--- src/rtl/cache_line_reader.sv ---
// Read-side sequencer for the byte-register cache data array: walks one line
// byte by byte through one-hot line select / byte select and streams it out.
module cache_line_reader #(
  parameter int unsigned LINE_BYTES = 4,
  parameter int unsigned IDX_BITS   = 3,
  parameter int unsigned BSEL_BITS  = $clog2(LINE_BYTES)
) (
  input  logic                       clk,
  input  logic                       reset,
  input  logic                       req_valid,
  input  logic [IDX_BITS-1:0]        req_index,
  output logic                       req_ready,
  input  logic                       flush,
  output logic                       rd_en,
  output logic [(1<<IDX_BITS)-1:0]   line_sel,
  output logic [BSEL_BITS-1:0]       byte_sel,
  input  logic [7:0]                 rd_data,
  output logic                       out_valid,
  input  logic                       out_ready,
  output logic [7:0]                 out_data,
  output logic                       out_last,
  output logic                       busy
);

  localparam int unsigned numLines = 1 << IDX_BITS;
  localparam logic [BSEL_BITS-1:0] lastByte = BSEL_BITS'(LINE_BYTES - 1);

  typedef enum logic [1:0] {
    Idle,
    Read,
    Send
  } stateType;

  stateType              state;
  logic [IDX_BITS-1:0]   idxQ;
  logic [BSEL_BITS-1:0]  byteCnt;

  function automatic logic [numLines-1:0] lineOneHot(input logic [IDX_BITS-1:0] idx);
    return numLines'(1) << idx;
  endfunction

  assign byte_sel = byteCnt;

  // All control outputs are registered alongside the state so they are glitch-free.
  always_ff @(posedge clk or negedge reset) begin
    if (!reset) begin
      state     <= Idle;
      idxQ      <= '0;
      byteCnt   <= '0;
      req_ready <= 1'b1;
      rd_en     <= 1'b0;
      line_sel  <= '0;
      out_valid <= 1'b0;
      out_data  <= 8'h00;
      out_last  <= 1'b0;
      busy      <= 1'b0;
    end else if (flush) begin
      state     <= Idle;
      req_ready <= 1'b1;
      rd_en     <= 1'b0;
      line_sel  <= '0;
      out_valid <= 1'b0;
      out_last  <= 1'b0;
      busy      <= 1'b0;
    end else begin
      case (state)
        Idle: begin
          if (req_valid) begin
            state     <= Read;
            idxQ      <= req_index;
            byteCnt   <= '0;
            req_ready <= 1'b0;
            rd_en     <= 1'b1;
            line_sel  <= lineOneHot(req_index);
            busy      <= 1'b1;
          end
        end
        Read: begin
          out_data  <= rd_data;
          out_valid <= 1'b1;
          out_last  <= (byteCnt == lastByte);
          rd_en     <= 1'b0;
          line_sel  <= '0;
          state     <= Send;
        end
        Send: begin
          if (out_ready) begin
            out_valid <= 1'b0;
            if (out_last) begin
              out_last  <= 1'b0;
              state     <= Idle;
              req_ready <= 1'b1;
              busy      <= 1'b0;
            end else begin
              // Last-byte check ends the line, so the counter never wraps.
              byteCnt  <= byteCnt + BSEL_BITS'(1);
              state    <= Read;
              rd_en    <= 1'b1;
              line_sel <= lineOneHot(idxQ);
            end
          end
        end
        default: begin
          state     <= Idle;
          req_ready <= 1'b1;
          rd_en     <= 1'b0;
          line_sel  <= '0;
          out_valid <= 1'b0;
          out_last  <= 1'b0;
          busy      <= 1'b0;
        end
      endcase
    end
  end

endmodule

--- config.mk ---
export PLATFORM = sky130hd
export DESIGN_NAME = cache_line_reader
export DESIGN_NICKNAME = d
export VERILOG_FILES = /design/src/rtl/cache_line_reader.sv
export SDC_FILE = /design/constraint.sdc
export NUM_CORES = 1
export LEC_CHECK = 0
export CAP_MARGIN = 10
export CORE_UTILIZATION = 50
export CTS_CLUSTER_DIAMETER = 80
export DETAILED_ROUTE_END_ITERATION = 16
export DONT_BUFFER_PORTS = 1
export HOLD_SLACK_MARGIN = 0.03
export SLEW_MARGIN = 40
export SYNTH_ARGS = -nofsm -noshare
export SYNTH_HDL_FRONTEND = slang
export SYNTH_SLANG_ARGS = --single-unit
--- constraint.sdc ---
create_clock -name clk -period 2.5 [get_ports clk]
set_clock_uncertainty 0.15 [all_clocks]
set_input_delay 0.75 -clock clk [delete_from_list [all_inputs] [get_ports clk]]
set_output_delay 0.75 -clock clk [all_outputs]
set_load 0.03 [all_outputs]
==> results.cfg <==
[detailed_routing]
drc = 0
initialDrtViolationCount = 22
ant_nets = 0
dr_total_vias = 781
wl_per_cell_um = 17.5
vias_per_cell = 6.10
firstDrtPassIters = 4
wl_mm = 2.24

[pwr]
switching_power_w = 0.000341
p_per_area_nw_per_um2 = 803
p_int_w = 0.000751
clkPwrFrac = 0.269
leakage_nw = 0.633
irDropWorstVdd_uv = 487
pwr-share-seq = 0.614
combinationalPowerShare = 0.117
p_sw_frac = 0.312

[critical_path]
critPathArrivalTime_ns = 0.97
cp.required_ns = 1.60
crit_type = flop to output pin
rrSetupSlack_ns = 0.74
worstSetupStartpointType = flop
critPathCaptureType = output pin
r2r-start = state[0]
reg2regPathDepth = 3
timing.rr.end = idxQ[0]
crit_fanout = 2

[placement]
post-dp-hpwl_mm = 1.61
portBuffers = 0
place.gp.congestion = 0.709

[sta]
setup_viol = 0
tns_ns = 0
finalHoldViolations = 0
relSlewSlack = 0.723
period_share = 0.748
finalMaxSlewViolations = 0
fin_crit_ns = 1.87
tightest_slew_ns = 0.415
timing.fmax_mhz = 535
rsz0062_at_grt = false

[floorplanning]
dieArea_um2 = 2750
row_count = 17
die_w_um = 52.4
core_um2 = 2300
ioPinCount = 39
start_util = 0.554
die_h_um = 52.4

[cts]
cts-root-buf = clkbuf_4
clock_latency_ns = 0.31
cts.htree.levels = 1
post_cts_buffers = 0
tritoncts = yes
tritoncts.num_buffers = 3
clk_pin_slew_ns = 0.15
max-clock-path-buffers = 2
cts.sinks = 28
postCtsResizedCells = 0

[grt]
grt_max_degree = 28
grt_pass1_vias = 790
grt_overflow = 0
grtUsageTotal = 0.177
antenna_found_initial = 0
grt_pass1_wl_mm = 3.57

[cells_and_area]
layout-drive-gt1-share = 0.300
n_antenna_cell = 0
nets = 118
syn2layout_area_growth_pct = 6.88
utilization = 0.592

[synthesis]
syn_nets = 115
synthMuxAreaShare = 0.131
yosysTopAreaCell = dfrtp_1
synth_top_family_by_area = compound AO/OA/AOI/OAI gates
synth-xor-area-share = 0
yosys.area_share.simple = 0.133
synth_compound_area_frac = 0.145
yosysWarnings = 0
yosysTopAreaCellShare = 0.531
ys_ff_latch = 28
synth_fa_ha_area_frac = 0.00983
synthCells = 98
synth.avg_cell_area_um2 = 13.0
synth.yosys.seq_area_share = 0.552
syn-cell-area_um2 = 1270
ys_types = 33
yosys-top-cells-area = dfrtp_1 (53%), mux2_2 (12%), a22o_1 (5.5%)

[job]
cap_violations = 0

[worst_hold_path]
hold_path.class = primary input to async pin

[run_status]
outcome = finished clean
## synthesized netlist by cell type, drive strengths merged
cell type / instances
nor4b: 1
a21o: 1
a21oi: 2
buf: 2
clkbuf: 1
nor2: 6
a211oi: 1
nor3: 1
a31oi: 1
nand2: 3
or2: 1
o22ai: 1
dfstp: 1
and3b: 1
o211a: 2
and2: 1
a22o: 8
nor4bb: 2
dfrtp: 27
mux2: 13
nand2b: 3
mux2i: 2
o21a: 1
o21ai: 1
nand3b: 3
a31o: 4
inv: 5
ha: 1
nor2b: 2
## per-stage QoR
step	std cells	hold WS, ns	area [um^2]	setup WS, ns	power (W)
3_3_place_gp	123	0.305	1290	0.608	0.000794
4_1_cts	128	0.0638	1360	0.616	0.00110
3_5_place_dp	123	0.305	1290	0.581	0.000799
2_1_floorplan	98	0.304	1270	0.673	0.000774
6_report	128	0.0680	1360	0.630	0.00109
5_1_grt	128	0.0485	1360	0.591	0.00114
## routing by layer
layer,global-route usage,part of all wire
met1,0.239,0.45
met2,0.287,0.49
met3,0.0493,0.063
met4,0.0307,0
met5,0,0
## flip-flops by register name, summed over array words and instances, names as in the netlist, 2 cells and up
| register | count |
|---|---|
| line_sel | 8 |
| out_data | 8 |
| idxQ | 3 |
| byte_sel | 2 |
| state | 2 |
## cell families (layout without fill, tap and decap cells)
family                   count (synthesis)  count (layout)
AO/OA/AOI/OAI                           22              22
adder cells (fa/ha/maj)                  1               1
buffers and inverters                    8              10
flip-flops                              28              28
multiplexers                            15              15
AND/OR/NAND/NOR                         24              24
## power groups by stage
stage          logic, W  clock network (W)  registers (W)
4_1_cts        0.000130           0.000301       0.000672
5_1_grt        0.000142           0.000320       0.000679
6_report       0.000128           0.000294       0.000671
3_5_place_dp   0.000118                  0       0.000681
3_3_place_gp   0.000115                  0       0.000680
2_1_floorplan  0.000112                  0       0.000662
## what timing repair did
action / 4_1_cts / 5_1_grt
endpoints found under the hold margin: 27 / 0
endpoints found under the setup margin: 0 / 0
hold buffers: 1 / 0
## how the worst max path moves through the flow
stage	start	endpoint	slack, ns	cells past startpoint
2_1_floorplan	flush	idxQ[0]	0.67	3
3_3_place_gp	flush	idxQ[2]	0.61	3
3_5_place_dp	flush	idxQ[2]	0.58	3
4_1_cts	req_ready	req_ready	0.62	0
5_1_grt	req_ready	req_ready	0.59	0
6_report	req_ready	req_ready	0.63	0
## layout make-up
| type | count | area (um^2) |
|---|---|---|
| clock buffer | 3 | 22.5 |
| clock inverter | 1 | 30.0 |
| fill | 189 | 937 |
| inverter | 5 | 18.8 |
| multi-input combinational | 62 | 532 |
| sequential | 28 | 702 |
| tap | 28 | 35.0 |
| timing repair buffer | 1 | 20.0 |
## cell usage in the layout (no fill, tap or decap)
| cell type | instances |
|---|---|
| a211oi_2 | 1 |
| o21ai_0 | 1 |
| nor4bb_1 | 2 |
| buf_12 | 1 |
| o21a_1 | 1 |
| a31oi_1 | 1 |
| o211a_1 | 2 |
| and3b_1 | 1 |
| nor4b_1 | 1 |
| bufinv_16 | 1 |
| dfstp_2 | 1 |
| a21o_1 | 1 |
| nor2_1 | 4 |
| nand3b_1 | 3 |
| mux2_2 | 13 |
| nor3_4 | 1 |
| a21oi_1 | 1 |
| o22ai_1 | 1 |
| a31o_2 | 4 |
| inv_1 | 5 |
| and2_1 | 1 |
| mux2i_1 | 2 |
| dfrtp_1 | 27 |
| a22o_1 | 8 |
| nand2b_4 | 1 |
| or2_4 | 1 |
| nor2_2 | 2 |
| a21oi_2 | 1 |
| nor2b_1 | 2 |
| nand2_1 | 3 |
| clkbuf_4 | 3 |
| ha_1 | 1 |
| nand2b_1 | 2 |
Note: power is estimated with default switching activity, not from simulation.
